### src/rtl/jk_bank_driver_if.sv
// Command handshake between a command source and the jk bank driver.
// master drives opcode/data/valid, slave returns ready.
interface jk_bank_driver_if #(
    parameter int WIDTH = 4
);
    logic             cmd_valid;
    logic             cmd_ready;
    logic [2:0]       cmd;
    logic [WIDTH-1:0] cmd_data;

    modport master (output cmd_valid, output cmd, output cmd_data, input cmd_ready);
    modport slave  (input cmd_valid, input cmd, input cmd_data, output cmd_ready);
endinterface

### src/rtl/jk_bank_driver.sv
// Drives j/k of a WIDTH-bit jk_ff bank from commands; bank updates 1 edge after accept, INC/DEC N step once per edge.
// Backpressure: cmd_ready only in IDLE, so single-shot ops take 2 cycles and N-step counts take N+1.
module jk_bank_driver #(
    parameter int WIDTH = 4
) (
    input  logic             clk,
    input  logic             clear,
    jk_bank_driver_if.slave  cmd_if,
    output logic [WIDTH-1:0] j,
    output logic [WIDTH-1:0] k,
    output logic [WIDTH-1:0] q_mirror,
    output logic             wrap,
    output logic             cmd_err
);
    localparam logic [2:0] OP_HOLD = 3'd0;
    localparam logic [2:0] OP_SET  = 3'd1;
    localparam logic [2:0] OP_CLR  = 3'd2;
    localparam logic [2:0] OP_TOG  = 3'd3;
    localparam logic [2:0] OP_LOAD = 3'd4;
    localparam logic [2:0] OP_INC  = 3'd5;
    localparam logic [2:0] OP_DEC  = 3'd6;

    localparam logic [WIDTH-1:0] ONE = WIDTH'(1);

    typedef enum logic [1:0] {
        IDLE  = 2'd0,
        DRIVE = 2'd1,
        COUNT = 2'd2
    } state_t;

    state_t           state;
    logic [WIDTH-1:0] step_cnt;
    logic             down;
    logic [WIDTH-1:0] q_step;
    logic [WIDTH-1:0] pat_first;
    logic [WIDTH-1:0] pat_next;

    // Toggle mask for one binary count step: bit i flips when all lower bits
    // are 1 (up) or all lower bits are 0 (down).
    function automatic logic [WIDTH-1:0] step_pat(input logic [WIDTH-1:0] q, input logic dn);
        logic [WIDTH-1:0] t;
        logic             carry;
        carry = 1'b1;
        for (int i = 0; i < WIDTH; i++) begin
            t[i]  = carry;
            carry = carry & (dn ? ~q[i] : q[i]);
        end
        return t;
    endfunction

    // In COUNT, j == k == the toggle mask the bank applies on this edge.
    assign q_step    = q_mirror ^ j;
    assign pat_first = step_pat(q_mirror, cmd_if.cmd == OP_DEC);
    assign pat_next  = step_pat(q_step, down);

    assign cmd_if.cmd_ready = (state == IDLE);

    always_ff @(posedge clk or negedge clear) begin
        if (!clear) begin
            state    <= IDLE;
            j        <= '0;
            k        <= '0;
            q_mirror <= '0;
            wrap     <= 1'b0;
            cmd_err  <= 1'b0;
            step_cnt <= '0;
            down     <= 1'b0;
        end else begin
            wrap    <= 1'b0;
            cmd_err <= 1'b0;
            case (state)
                IDLE: begin
                    if (cmd_if.cmd_valid) begin
                        state <= DRIVE;
                        case (cmd_if.cmd)
                            OP_HOLD: begin
                                j <= '0;
                                k <= '0;
                            end
                            OP_SET: begin
                                j <= cmd_if.cmd_data;
                                k <= '0;
                            end
                            OP_CLR: begin
                                j <= '0;
                                k <= cmd_if.cmd_data;
                            end
                            OP_TOG: begin
                                j <= cmd_if.cmd_data;
                                k <= cmd_if.cmd_data;
                            end
                            OP_LOAD: begin
                                j <= cmd_if.cmd_data;
                                k <= ~cmd_if.cmd_data;
                            end
                            OP_INC, OP_DEC: begin
                                down <= (cmd_if.cmd == OP_DEC);
                                if (cmd_if.cmd_data == '0) begin
                                    j <= '0;
                                    k <= '0;
                                end else begin
                                    j        <= pat_first;
                                    k        <= pat_first;
                                    step_cnt <= cmd_if.cmd_data - ONE;
                                    state    <= COUNT;
                                end
                            end
                            default: begin
                                j       <= '0;
                                k       <= '0;
                                cmd_err <= 1'b1;
                            end
                        endcase
                    end
                end
                DRIVE: begin
                    q_mirror <= (j & ~q_mirror) | (~k & q_mirror);
                    j        <= '0;
                    k        <= '0;
                    state    <= IDLE;
                end
                COUNT: begin
                    q_mirror <= q_step;
                    wrap     <= down ? (q_mirror == '0) : (&q_mirror);
                    if (step_cnt != '0) begin
                        j        <= pat_next;
                        k        <= pat_next;
                        step_cnt <= step_cnt - ONE;
                    end else begin
                        j     <= '0;
                        k     <= '0;
                        state <= IDLE;
                    end
                end
                default: begin
                    j     <= '0;
                    k     <= '0;
                    state <= IDLE;
                end
            endcase
        end
    end
endmodule

### src/flat_wrapper.sv
// flat-port wrapper written by rule: the top's interface ports become plain ports
module jk_bank_driver_flat 
#(
    parameter int WIDTH = 4
)
  (clk, clear, j, k, q_mirror, wrap, cmd_err, cmd_if_cmd_valid, cmd_if_cmd, cmd_if_cmd_data, cmd_if_cmd_ready);
  jk_bank_driver_if #(.WIDTH(WIDTH)) cmd_if_i ();
  input  logic clk;
  input  logic clear;
  output logic [WIDTH-1:0] j;
  output logic [WIDTH-1:0] k;
  output logic [WIDTH-1:0] q_mirror;
  output logic wrap;
  output logic cmd_err;
  input wire logic [$bits(cmd_if_i.cmd_valid)-1:0] cmd_if_cmd_valid;
  input wire logic [$bits(cmd_if_i.cmd)-1:0] cmd_if_cmd;
  input wire logic [$bits(cmd_if_i.cmd_data)-1:0] cmd_if_cmd_data;
  output wire logic [$bits(cmd_if_i.cmd_ready)-1:0] cmd_if_cmd_ready;
  assign cmd_if_i.cmd_valid = cmd_if_cmd_valid;
  assign cmd_if_i.cmd = cmd_if_cmd;
  assign cmd_if_i.cmd_data = cmd_if_cmd_data;
  assign cmd_if_cmd_ready = cmd_if_i.cmd_ready;
  jk_bank_driver #(.WIDTH(WIDTH)) u_core (.clk(clk), .clear(clear), .cmd_if(cmd_if_i), .j(j), .k(k), .q_mirror(q_mirror), .wrap(wrap), .cmd_err(cmd_err));
endmodule
### config.mk
export PLATFORM = sky130hd
export DESIGN_NAME = jk_bank_driver_flat
export DESIGN_NICKNAME = d
export VERILOG_FILES = /design/src/rtl/jk_bank_driver_if.sv /design/src/rtl/jk_bank_driver.sv /design/src/flat_wrapper.sv
export SDC_FILE = /design/constraint.sdc
export NUM_CORES = 1
export LEC_CHECK = 0
export ABC_CLOCK_PERIOD_IN_PS = 1800
export BUFFER_PORTS_ARGS = -buffer_cell sky130_fd_sc_hd__buf_2
export CORE_ASPECT_RATIO = 0.6
export CORE_UTILIZATION = 50
export CTS_CLUSTER_DIAMETER = 60
export DETAILED_ROUTE_END_ITERATION = 8
export PLACE_DENSITY = 0.75
export SLEW_MARGIN = 30
export SYNTH_ARGS = -nofsm -noshare
export SYNTH_HDL_FRONTEND = slang
export SYNTH_SLANG_ARGS = --single-unit
### constraint.sdc
create_clock -name clk -period 1.8 [get_ports clk]
set_input_delay 0 -clock clk [delete_from_list [all_inputs] [get_ports clk]]
set_output_delay 0 -clock clk [all_outputs]
set_load 0.01 [all_outputs]
* After elaboration in Yosys (flattened, before gate mapping)
Index checks and enable logic that the tools add are counted.
** Word-level totals
- Flip-flop bits (word level) :: 21
- Input bits :: 10
** Operators by class
- Add/subtract/negate cells :: 2
- Equal/unequal tests :: 13
- Multiplexer cells :: 30
- Bitwise logic cells :: 17
- Reductions and logical operators :: 15
** Operator list (count)
- $pmux 4 s2 :: 5
- $mux 4 :: 8
- $not 4->4 :: 3
- $pmux 4 s3 :: 1
- $mux 1 :: 11
- $eq 3x3->1 const B :: 3
- $and 4x4->4 :: 2
- $logic_not 4->1 :: 2
- $mux 2 :: 4
- $sub 4x1->4 const B :: 2
- $reduce_or 7->1 :: 1
- $eq 3x2->1 const B :: 2
- $ne 2x2->1 const B :: 3
- $not 1->1 :: 6
- $reduce_and 5->1 :: 1
- $and 1x1->1 :: 4
- $ne 2x1->1 const B :: 2
- $or 4x4->4 :: 1
- $pmux 2 s2 :: 1
- $reduce_and 4->1 :: 1
- $reduce_bool 2->1 :: 2
- $reduce_bool 4->1 :: 1
- $reduce_or 2->1 :: 2
- $xor 4x4->4 :: 1
- other kinds (8) :: 8

* Depth between registers and ports, before layout
Gate-level depths: netlist of run 1.
- Depth after elaboration :: 8
- Gate-level depth with buffers :: 8
- Gate-level depth less buffers :: 7

* Worst setup path before layout of run 1
No wires, ideal clock.
- Path kind :: register to register
- Start :: register u_core.state[0]
- End :: register u_core.step_cnt[2]
- Arrival :: 1.841 ns
- Path slack :: -0.163 ns
- Stages on the path, launching flop included :: 9
- Path buffers :: 1
- Path through :: dfrtp_1 > inv_1 > ha_1 > buf_2 > mux2i_1 > ha_1 > mux2_2 > nand3_1 > a32o_1
** Between the ends
- Cells in the longest elaborated chain, start to end :: 3
- Elaborated cells between the ends (all ways) :: 9
- Those cells by class :: eq/ne (5); mux (1); reduce/logical (3)
** RTL lines
- from (decl) :: line jk_bank_driver.sv:31 : state_t state;
- from (signal assigned) :: line jk_bank_driver.sv:60 : state <= IDLE;
- from (signal assigned) :: line jk_bank_driver.sv:74 : state <= DRIVE;
- from (signal assigned) :: line jk_bank_driver.sv:105 : state <= COUNT;
- $eq 2x2->1 or $logic_not 2->1 (tied branches) :: line jk_bank_driver.sv:71 : case (state)
- $ne 2x1->1 (no source line), or another cell as far along
- $reduce_and 5->1 (no source line)
- to (signal assigned) :: line jk_bank_driver.sv:104 : step_cnt <= cmd_if.cmd_data - ONE;
- to (signal assigned) :: line jk_bank_driver.sv:128 : step_cnt <= step_cnt - ONE;
- to (decl) :: line jk_bank_driver.sv:32 : logic [WIDTH-1:0] step_cnt;
Parallel ways exist; a longest one is shown, timed or not.
A chain may end at the register's enable or synchronous reset.

* Worst setup path after layout of run 1
Ends and elaborated chain as after synthesis.

==> results.py, run 1 <==
metrics = {
    "flow_run": {
        "drv_cap": 0,
    },
    "timing": {
        "finalCritPeriodShare": 0.986,
        "rsz0062_at_grt": "yes",
        "tightestPinTransition_ns": 0.504,
        "finalSetupTns_ns": 0,
        "clock_skew_ns": 0.00653,
        "fmax_mhz": 563,
        "post-route-min-period_ns": 1.78,
        "slew_violations": 0,
        "setup_viol": 0,
        "slew-limit-headroom": 0.661,
        "whs_ns": 0.0510,
        "hold_viol": 0,
    },
    "yosys": {
        "synthesis.area_mm2": 0.00148,
        "yosysUniqueCellTypes": 47,
        "synth-edff-count": 0,
        "ys.flop_type": "dfrtp_1",
        "yosysSeqAreaShare": 0.356,
        "synth_cells": 169,
        "yosysWarningCount": 0,
        "async_reset_ff_frac": 1.00,
        "ys_ff_latch": 21,
        "synth.avg_cell_area_um2": 8.73,
        "syn_nets": 182,
    },
    "placement": {
        "io_buffers": 24,
        "dpl_cell_area_mm2": 0.00166,
        "post-dp-hpwl_um": 3100,
        "gp_congestion": 0.928,
    },
    "clocking": {
        "cts_tree": "done",
        "cts_made_buffers": 3,
        "clock-sinks": 21,
        "clk_latency_ns": 0.27,
        "path_clk_slew_ns": 0.08,
        "cts_buffer_depth": 2,
        "root_buffer": "clkbuf_8",
        "h-tree-depth": 1,
    },
    "floorplanning": {
        "core_mm2": 0.00265,
        "die_area_mm2": 0.00318,
        "die-height_um": 44.1,
        "ios": 25,
        "row_count": 14,
        "die_w_um": 72.1,
        "start_util": 0.558,
    },
    "routing": {
        "drc": 0,
        "wl_per_cell_um": 17.9,
        "wl_met3_um": 402,
        "wl_met1_um": 1980,
        "via_per_inst": 6.33,
        "drtIter0Drc": 151,
        "drt-total-wl_um": 4250,
        "vias": 1500,
        "highest_layer": "met4",
        "dr.pass1.iters": 4,
        "antenna_left": 0,
        "met2_length_um": 1850,
    },
    "worst_setup_path": {
        "cp-start-kind": "register",
        "end_kind": "register",
        "criticalPathCategory": "reg -> reg",
        "critPathMaxFanout": 5,
        "cp.arrival_ns": 1.94,
        "worstPathRequired_ns": 1.96,
    },
    "global_route": {
        "track_usage": 0.289,
        "gr-total-overflow": 0,
        "grt_antenna_before_repair": 0,
        "grt_max_degree": 22,
        "grt_pass1_vias": 1334,
        "grt_pass1_wl_um": 6840,
    },
    "hold_path": {
        "hold_path.class": "in -> reg",
    },
    "status": {
        "outcome": "complete, no violations",
    },
    "final_layout": {
        "areaGrowthSynthToFinish_pct": 19.2,
        "drive_gt1_frac": 0.254,
        "stdcell_area_mm2": 0.00176,
        "layout_commonest_cell": "buf_2",
        "nNetsFinal": 211,
        "fill_cells": 231,
        "antennaDiodeCount": 0,
        "layout_common_cells": "buf_2 (24), dfrtp_1 (21), o21ai_0 (16)",
    },
    "pwr": {
        "peakVddDrop_mv": 0.597,
        "powerDensity_mw_per_mm2": 1370,
        "leakage_nw": 0.764,
    },
}
## metrics by stage
step | utilization | setup WS, ns | std cells | total power [mW]
CTS | 0.656 | 0.0192 | 236 | 2.35
global placement | 0.627 | 0.102 | 229 | 1.93
finish | 0.665 | 0.0246 | 237 | 2.41
detailed placement | 0.627 | -0.00178 | 229 | 2.00
global route | 0.665 | -0.0320 | 237 | 2.56
floorplan | - | 0.0141 | 169 | 1.59
## timing repair
| item | in CTS | in global routing |
|---|---|---|
| hold buffers | 1 | 0 |
| pin swaps | 1 | 1 |
| setup buffers | 2 | 1 |
| endpoints found under the hold margin | 21 | 0 |
| resized for setup | 1 | 2 |
| endpoints found under the setup margin | 1 | 2 |
## critical path, cell delays in order (launching register included)
cell	delay, ns
dfrtp_1	0.38
inv_1	0.12
ha_4	0.21
mux2i_4	0.24
ha_2	0.24
mux2_2	0.16
nand3_1	0.07
a32o_1	0.25
## layout make-up
class	instances	area, um2	share of cell area
multi-input combinational	129	905	0.515
clock buffer	3	41.3	0.0235
clock inverter	1	5.00	0.00285
tap	40	50.0	0.0285
sequential	21	526	0.299
timing repair buffer	34	198	0.112
inverter	9	33.8	0.0192
## cell usage after synthesis (2+ instances only)
cell | number | area share
a21oi_1 | 7 | 0.024
a31oi_1 | 5 | 0.021
a32oi_1 | 3 | 0.018
and2_1 | 2 | 0.0085
and3_1 | 4 | 0.017
buf_2 | 4 | 0.014
clkbuf_1 | 4 | 0.010
dfrtp_1 | 21 | 0.36
ha_1 | 3 | 0.025
inv_1 | 9 | 0.023
mux2_2 | 4 | 0.031
mux2i_1 | 3 | 0.020
nand2_1 | 15 | 0.038
nand2b_1 | 5 | 0.021
nand3_1 | 8 | 0.027
nand3b_1 | 3 | 0.015
nor2_1 | 5 | 0.013
nor2b_1 | 3 | 0.013
nor3_1 | 5 | 0.017
nor4_1 | 2 | 0.0085
o2111ai_1 | 2 | 0.012
o21ai_0 | 16 | 0.054
o21ai_1 | 2 | 0.0068
o22ai_1 | 4 | 0.017
o32ai_1 | 4 | 0.024
xnor2_1 | 5 | 0.030
## where the power goes
group	internal [mW]	switching [mW]
sequential	0.631	0.247
combinational	0.543	0.666
clock	0.155	0.166
## layer usage
metal,track usage,vias up
li1,-,688
met1,0.417,724
met2,0.400,86
met3,0.0979,2
met4,0.106,0
met5,0,-
## registers in the layout (all words and copies together) (netlist names)
signal           count
u_core.j             4
u_core.k             4
u_core.q_mirror      4
u_core.step_cnt      4
u_core.state         2
u_core.cmd_err       1
u_core.down          1
u_core.wrap          1
## cells by family (layout without fill, tap and decap cells)
kind of cell / after synthesis / count (layout) / share of synthesized area
AO/OA/AOI/OAI: 54 / 54 / 0.260
XOR/XNOR: 6 / 6 / 0.0356
AND/OR/NAND/NOR: 59 / 59 / 0.217
multiplexers: 7 / 7 / 0.0509
flip-flops: 21 / 21 / 0.356
adder cells (fa/ha/maj): 3 / 3 / 0.0254
buffers and inverters: 19 / 47 / 0.0543
## final timing paths
check                           cells after the start  slack (ns)                        start                             end
worst max-delay path                                7        0.02  u_core.state[0]$_DFFE_PN0P_  u_core.step_cnt[2]$_DFFE_PN0P_
worst min-delay path                                2        0.05             cmd_if_cmd_valid         u_core.j[0]$_DFFE_PN0N_
worst max register to register                      7        0.02  u_core.state[0]$_DFFE_PN0P_  u_core.step_cnt[2]$_DFFE_PN0P_
worst min register to register                      2        0.53  u_core.state[0]$_DFFE_PN0P_     u_core.state[0]$_DFFE_PN0P_
max in group asynchronous                           2        1.25                        clear     u_core.state[1]$_DFFE_PN0P_
min in group asynchronous                           2        0.22                        clear  u_core.step_cnt[2]$_DFFE_PN0P_
Power figures use the tool's default switching activity.
==> run 2: changes to the inputs <==
- RECOVER_POWER: default -> 50
==> run 2 against run 1 <==
  * Via count decreased by 1.4%
  * Count of clock-buffer cells in the layout stayed put
  * Combinational power is essentially flat
  * Final cell count unchanged
  * Critical path depth stayed put
  * Die area did not move
  * Sequential cell count is the same
  * Sequential share of layout area increased by 0.15 points
  * Critical path type unchanged
  * Clock skew is essentially flat
==> results.py, run 2 (synthesis results as in run 1) <==
metrics = {
    "routing": {
        "dr.pass1.iters": 4,
        "antenna_left": 0,
        "drtIter0Drc": 159,
        "vias": 1479,
        "wl_per_cell_um": 17.9,
        "via_per_inst": 6.24,
        "wl_met1_um": 1990,
        "wl_met3_um": 393,
        "drt-total-wl_um": 4240,
        "met2_length_um": 1840,
        "highest_layer": "met4",
        "drc": 0,
    },
    "timing": {
        "clock_skew_ns": 0.00645,
        "rsz0062_at_grt": "yes",
        "hold_viol": 0,
        "fmax_mhz": 563,
        "slew_violations": 0,
        "slew-limit-headroom": 0.222,
        "tightestPinTransition_ns": 1.17,
        "whs_ns": 0.0518,
        "finalCritPeriodShare": 0.986,
        "post-route-min-period_ns": 1.77,
        "setup_viol": 0,
        "finalSetupTns_ns": 0,
    },
    "floorplanning": {
        "start_util": 0.558,
        "die_area_mm2": 0.00318,
        "die-height_um": 44.1,
        "row_count": 14,
        "core_mm2": 0.00265,
        "ios": 25,
        "die_w_um": 72.1,
    },
    "final_layout": {
        "layout_common_cells": "dfrtp_1 (21), buf_2 (17), o21ai_0 (16)",
        "utilization": 0.661,
        "areaGrowthSynthToFinish_pct": 18.6,
        "antennaDiodeCount": 0,
        "multiInputGateArea_um2": 905,
        "seq_area_um2": 526,
        "drive_gt1_frac": 0.218,
        "layout_commonest_cell": "dfrtp_1",
        "finalNonFillerCells": 237,
        "nNetsFinal": 211,
        "fill_cells": 231,
    },
    "status": {
        "outcome": "complete, no violations",
    },
    "clocking": {
        "cts_buffer_depth": 2,
        "cts_tree": "done",
        "clk_latency_ns": 0.27,
        "h-tree-depth": 1,
        "root_buffer": "clkbuf_8",
        "cts_made_buffers": 3,
        "clock-sinks": 21,
        "path_clk_slew_ns": 0.08,
    },
    "placement": {
        "dpl.cell_count": 229,
        "post-dp-hpwl_um": 3100,
        "io_buffers": 24,
        "gp_congestion": 0.928,
    },
    "worst_setup_path": {
        "worstPathRequired_ns": 1.96,
        "cp-start-kind": "register",
        "cpMaxStageDelayCell": "dfrtp_1",
        "cp.arrival_ns": 1.94,
        "max_stage_delay_ns": 0.38,
        "path_cells": "inv_1 -> ha_4 -> mux2i_4 -> ha_2 -> mux2_2 -> nand3_1 -> a32o_1",
        "end_kind": "register",
        "critPathMaxFanout": 5,
        "criticalPathCategory": "reg -> reg",
    },
    "hold_path": {
        "hold_path.class": "in -> reg",
    },
    "pwr": {
        "leakage_nw": 0.737,
        "powerDensity_mw_per_mm2": 1370,
        "peakVddDrop_mv": 0.591,
    },
    "global_route": {
        "track_usage": 0.289,
        "grt_pass1_vias": 1334,
        "grt_max_degree": 22,
        "gr-total-overflow": 0,
        "grt_pass1_wl_um": 6840,
        "grt_antenna_before_repair": 0,
    },
    "flow_run": {
        "drv_cap": 0,
    },
}
[run 2: cell count changes in the layout (fill, tap and decap cells not counted), sizes merged]
cell    delta
buf        -7
clkbuf     +7
[run 2: layer usage]
| metal | vias to the layer above | global-route usage |
|---|---|---|
| li1 | 687 | - |
| met5 | - | 0 |
| met1 | 706 | 0.417 |
| met4 | 0 | 0.106 |
| met3 | 2 | 0.0979 |
| met2 | 84 | 0.400 |
[run 2: worst paths after layout]
check	startpoint	to	slack, ns	cells past startpoint
min reg2reg	u_core.state[0]$_DFFE_PN0P_	u_core.state[0]$_DFFE_PN0P_	0.53	2
min in group asynchronous	clear	u_core.step_cnt[2]$_DFFE_PN0P_	0.49	2
max	u_core.state[0]$_DFFE_PN0P_	u_core.step_cnt[2]$_DFFE_PN0P_	0.03	7
max in group asynchronous	clear	u_core.state[1]$_DFFE_PN0P_	0.62	2
min	cmd_if_cmd_valid	u_core.j[0]$_DFFE_PN0N_	0.05	2
max reg2reg	u_core.state[0]$_DFFE_PN0P_	u_core.step_cnt[2]$_DFFE_PN0P_	0.03	7
[run 2: per-stage QoR]
step	power (mW)	cell area [um2]	setup slack [ns]
5_1_grt	2.55	1750	-0.0320
2_1_floorplan	1.59	1500	0.0141
3_3_place_gp	1.93	1660	0.102
4_1_cts	2.35	1730	0.0192
3_5_place_dp	2.00	1660	-0.00178
6_report	2.40	1750	0.0253
[run 2: where the power goes]
part / internal, mW / total, mW / switching (mW) / leakage [nW]
logic: 0.535 / 1.20 / 0.668 / 0.447
clock network: 0.155 / 0.321 / 0.166 / 0.0255
registers: 0.631 / 0.880 / 0.248 / 0.265
[run 2: layout make-up]
type	count	share of cell area
repair buffers	34	0.108
clock inverters	1	0.00286
inverters	9	0.0193
clock buffers	3	0.0236
well taps	40	0.0286
multi-input cells	129	0.517
flip-flops and latches	21	0.300
[run 2: critical path: cells and delay by family, from the launching register on]
kind	cells	cell delay [ns]
AOI/OAI and AO/OA	1	0.25
and+or+nand+nor	1	0.07
muxes	2	0.40
buffers and inverters	1	0.12
adders and majority gates	2	0.45
DFF	1	0.38
[run 2: timing repair]
item / in CTS / in global routing
pin swaps: 1 / 1
endpoints found under the setup margin: 1 / 2
buffers inserted: 2 / 1
hold buffers: 1 / 0
hold endpoints to repair: 21 / 0
gates resized for setup: 1 / 2
==> run 3: changes to the inputs <==
- CORE_ASPECT_RATIO: 0.6 -> default
==> run 3 against run 2 <==
  * Final area shrank 1.6%
  * Via count fell by 0.88%
  * Critical path type unchanged
  * Power shrank 6.4%
  * Combinational power fell by 7%
  * Core utilization fell by 4.2 points
  * Hold slack worse by 0.033 ns
  * Non-clock buffer count up 1
  * Sequential cell count unchanged
  * Wire length down 12%
  * Sequential power up 0.8%
  * Critical path depth did not move
  * Setup slack better by 0.033 ns
  * Largest cell class unchanged
==> results.py, run 3 (synthesis results as in run 1) <==
metrics = {
    "global_route": {
        "gr-total-overflow": 0,
        "grt_max_degree": 22,
        "grt_pass1_vias": 1282,
        "grt_pass1_wl_um": 6180,
        "track_usage": 0.249,
        "grt_antenna_before_repair": 0,
    },
    "worst_setup_path": {
        "cp-start-kind": "register",
        "worstPathRequired_ns": 2.01,
        "criticalPathCategory": "reg -> reg",
        "cp.arrival_ns": 1.95,
        "critPathMaxFanout": 5,
        "end_kind": "register",
    },
    "timing": {
        "tightestPinTransition_ns": 1.15,
        "worst_slack_ns": 0.0586,
        "slew-limit-headroom": 0.232,
        "post-route-min-period_ns": 1.74,
        "slew_violations": 0,
        "setup_viol": 0,
        "fmax_mhz": 574,
        "hold_viol": 0,
        "clock_skew_ns": 0.00737,
        "finalCritPeriodShare": 0.967,
    },
    "routing": {
        "antenna_left": 0,
        "dr.pass1.iters": 4,
        "vias": 1466,
        "wl_per_cell_um": 16.4,
        "drtIter0Drc": 75,
        "via_per_inst": 6.40,
        "drc": 0,
        "drt-total-wl_um": 3760,
    },
    "floorplanning": {
        "core_mm2": 0.00278,
        "ios": 25,
        "start_util": 0.530,
        "die-height_um": 56.3,
        "die_w_um": 56.3,
        "row_count": 19,
        "die_area_mm2": 0.00317,
    },
    "final_layout": {
        "drive_gt1_frac": 0.222,
        "antennaDiodeCount": 0,
        "layout_commonest_cell": "dfrtp_1",
        "areaGrowthSynthToFinish_pct": 16.7,
        "fill_cells": 248,
        "layout_common_cells": "dfrtp_1 (21), o21ai_0 (16), buf_2 (16)",
        "stdcell_area_mm2": 0.00172,
        "nNetsFinal": 212,
    },
    "pwr": {
        "powerDensity_mw_per_mm2": 1310,
        "peakVddDrop_mv": 0.929,
        "leakage_nw": 0.729,
    },
    "flow_run": {
        "drv_cap": 0,
    },
    "placement": {
        "dp_slack_ns": 0.000742,
        "gp_congestion": 0.839,
        "io_buffers": 24,
        "dpl_cell_area_mm2": 0.00164,
        "post-dp-hpwl_um": 2760,
    },
    "clocking": {
        "clock-sinks": 21,
        "root_buffer": "clkbuf_4",
        "cts_made_buffers": 3,
        "cts_tree": "done",
        "cts_buffer_depth": 2,
        "h-tree-depth": 1,
        "path_clk_slew_ns": 0.12,
        "clk_latency_ns": 0.31,
    },
    "hold_path": {
        "hold_path.class": "in -> reg",
    },
    "status": {
        "outcome": "complete, no violations",
    },
}
run 3: cell count changes in the layout (fill, tap and decap cells not counted), sizes merged:
cell,before,now
buf,26,25
clkbuf,10,11
dlygate4sd3,1,2
run 3: per-stage QoR:
stage                     std cells  hold slack, ns  power [mW]   util  setup TNS (ns)
after global routing            229          0.0393        2.42  0.619         -0.0294
after CTS                       225          0.0154        2.20  0.608               0
final                           229          0.0193        2.25  0.619               0
after detailed placement        219         -0.0175        1.96  0.590               0
after floorplan                 169          -0.296        1.59      -               0
after global placement          219         -0.0256        1.90  0.590               0
run 3: path summary, 6_finish.rpt:
check                                                  to                        start  slack [ns]  cells after the start
setup / recovery           u_core.step_cnt[2]$_DFFE_PN0P_  u_core.state[0]$_DFFE_PN0P_        0.06                      7
hold / removal                    u_core.down$_DFFE_PN0P_                cmd_if_cmd[0]        0.02                      2
setup reg to reg           u_core.step_cnt[2]$_DFFE_PN0P_  u_core.state[0]$_DFFE_PN0P_        0.06                      7
hold reg to reg                   u_core.k[1]$_DFFE_PN0N_      u_core.k[1]$_DFFE_PN0N_        0.55                      2
max in group asynchronous  u_core.step_cnt[0]$_DFFE_PN0P_                        clear        0.70                      2
min in group asynchronous  u_core.q_mirror[0]$_DFFE_PN0P_                        clear        0.42                      2
run 3: power breakdown:
part | switching (mW) | leakage [nW] | internal, mW | total (mW)
clock | 0.154 | 0.0177 | 0.0832 | 0.237
sequential | 0.257 | 0.265 | 0.630 | 0.887
combinational | 0.602 | 0.446 | 0.523 | 1.12
total | 1.01 | 0.729 | 1.24 | 2.25
run 3: repair_timing:
action	in CTS	in global routing
setup endpoints to repair	1	3
pin swaps	0	1
setup buffers	0	4
resized for setup	1	3
hold endpoints to repair	22	0
hold buffers	2	0
run 3: cell type report:
class	count	area, um2	area share
timing repair buffer	35	198	0.115
multi-input combinational	129	898	0.522
tap	31	38.8	0.0225
inverter	9	33.8	0.0196
clock inverter	1	5.00	0.00291
clock buffer	3	22.5	0.0131
sequential	21	526	0.305
run 3: routing by layer:
layer,wire length [um],share of wire,vias up,GRT usage
met5,0,0,-,0
met4,70,0.019,0,0.0941
met3,234,0.062,7,0.0207
met2,1780,0.47,61,0.395
met1,1670,0.44,709,0.355
li1,-,-,689,-
run 3: worst max-delay path: stages, from the launching register on:
cell and delay (ns):
dfrtp_1 0.40, inv_2 0.08, ha_4 0.18, mux2i_2 0.24, ha_2 0.26, mux2_2 0.16
nand3_1 0.08, a32o_1 0.26
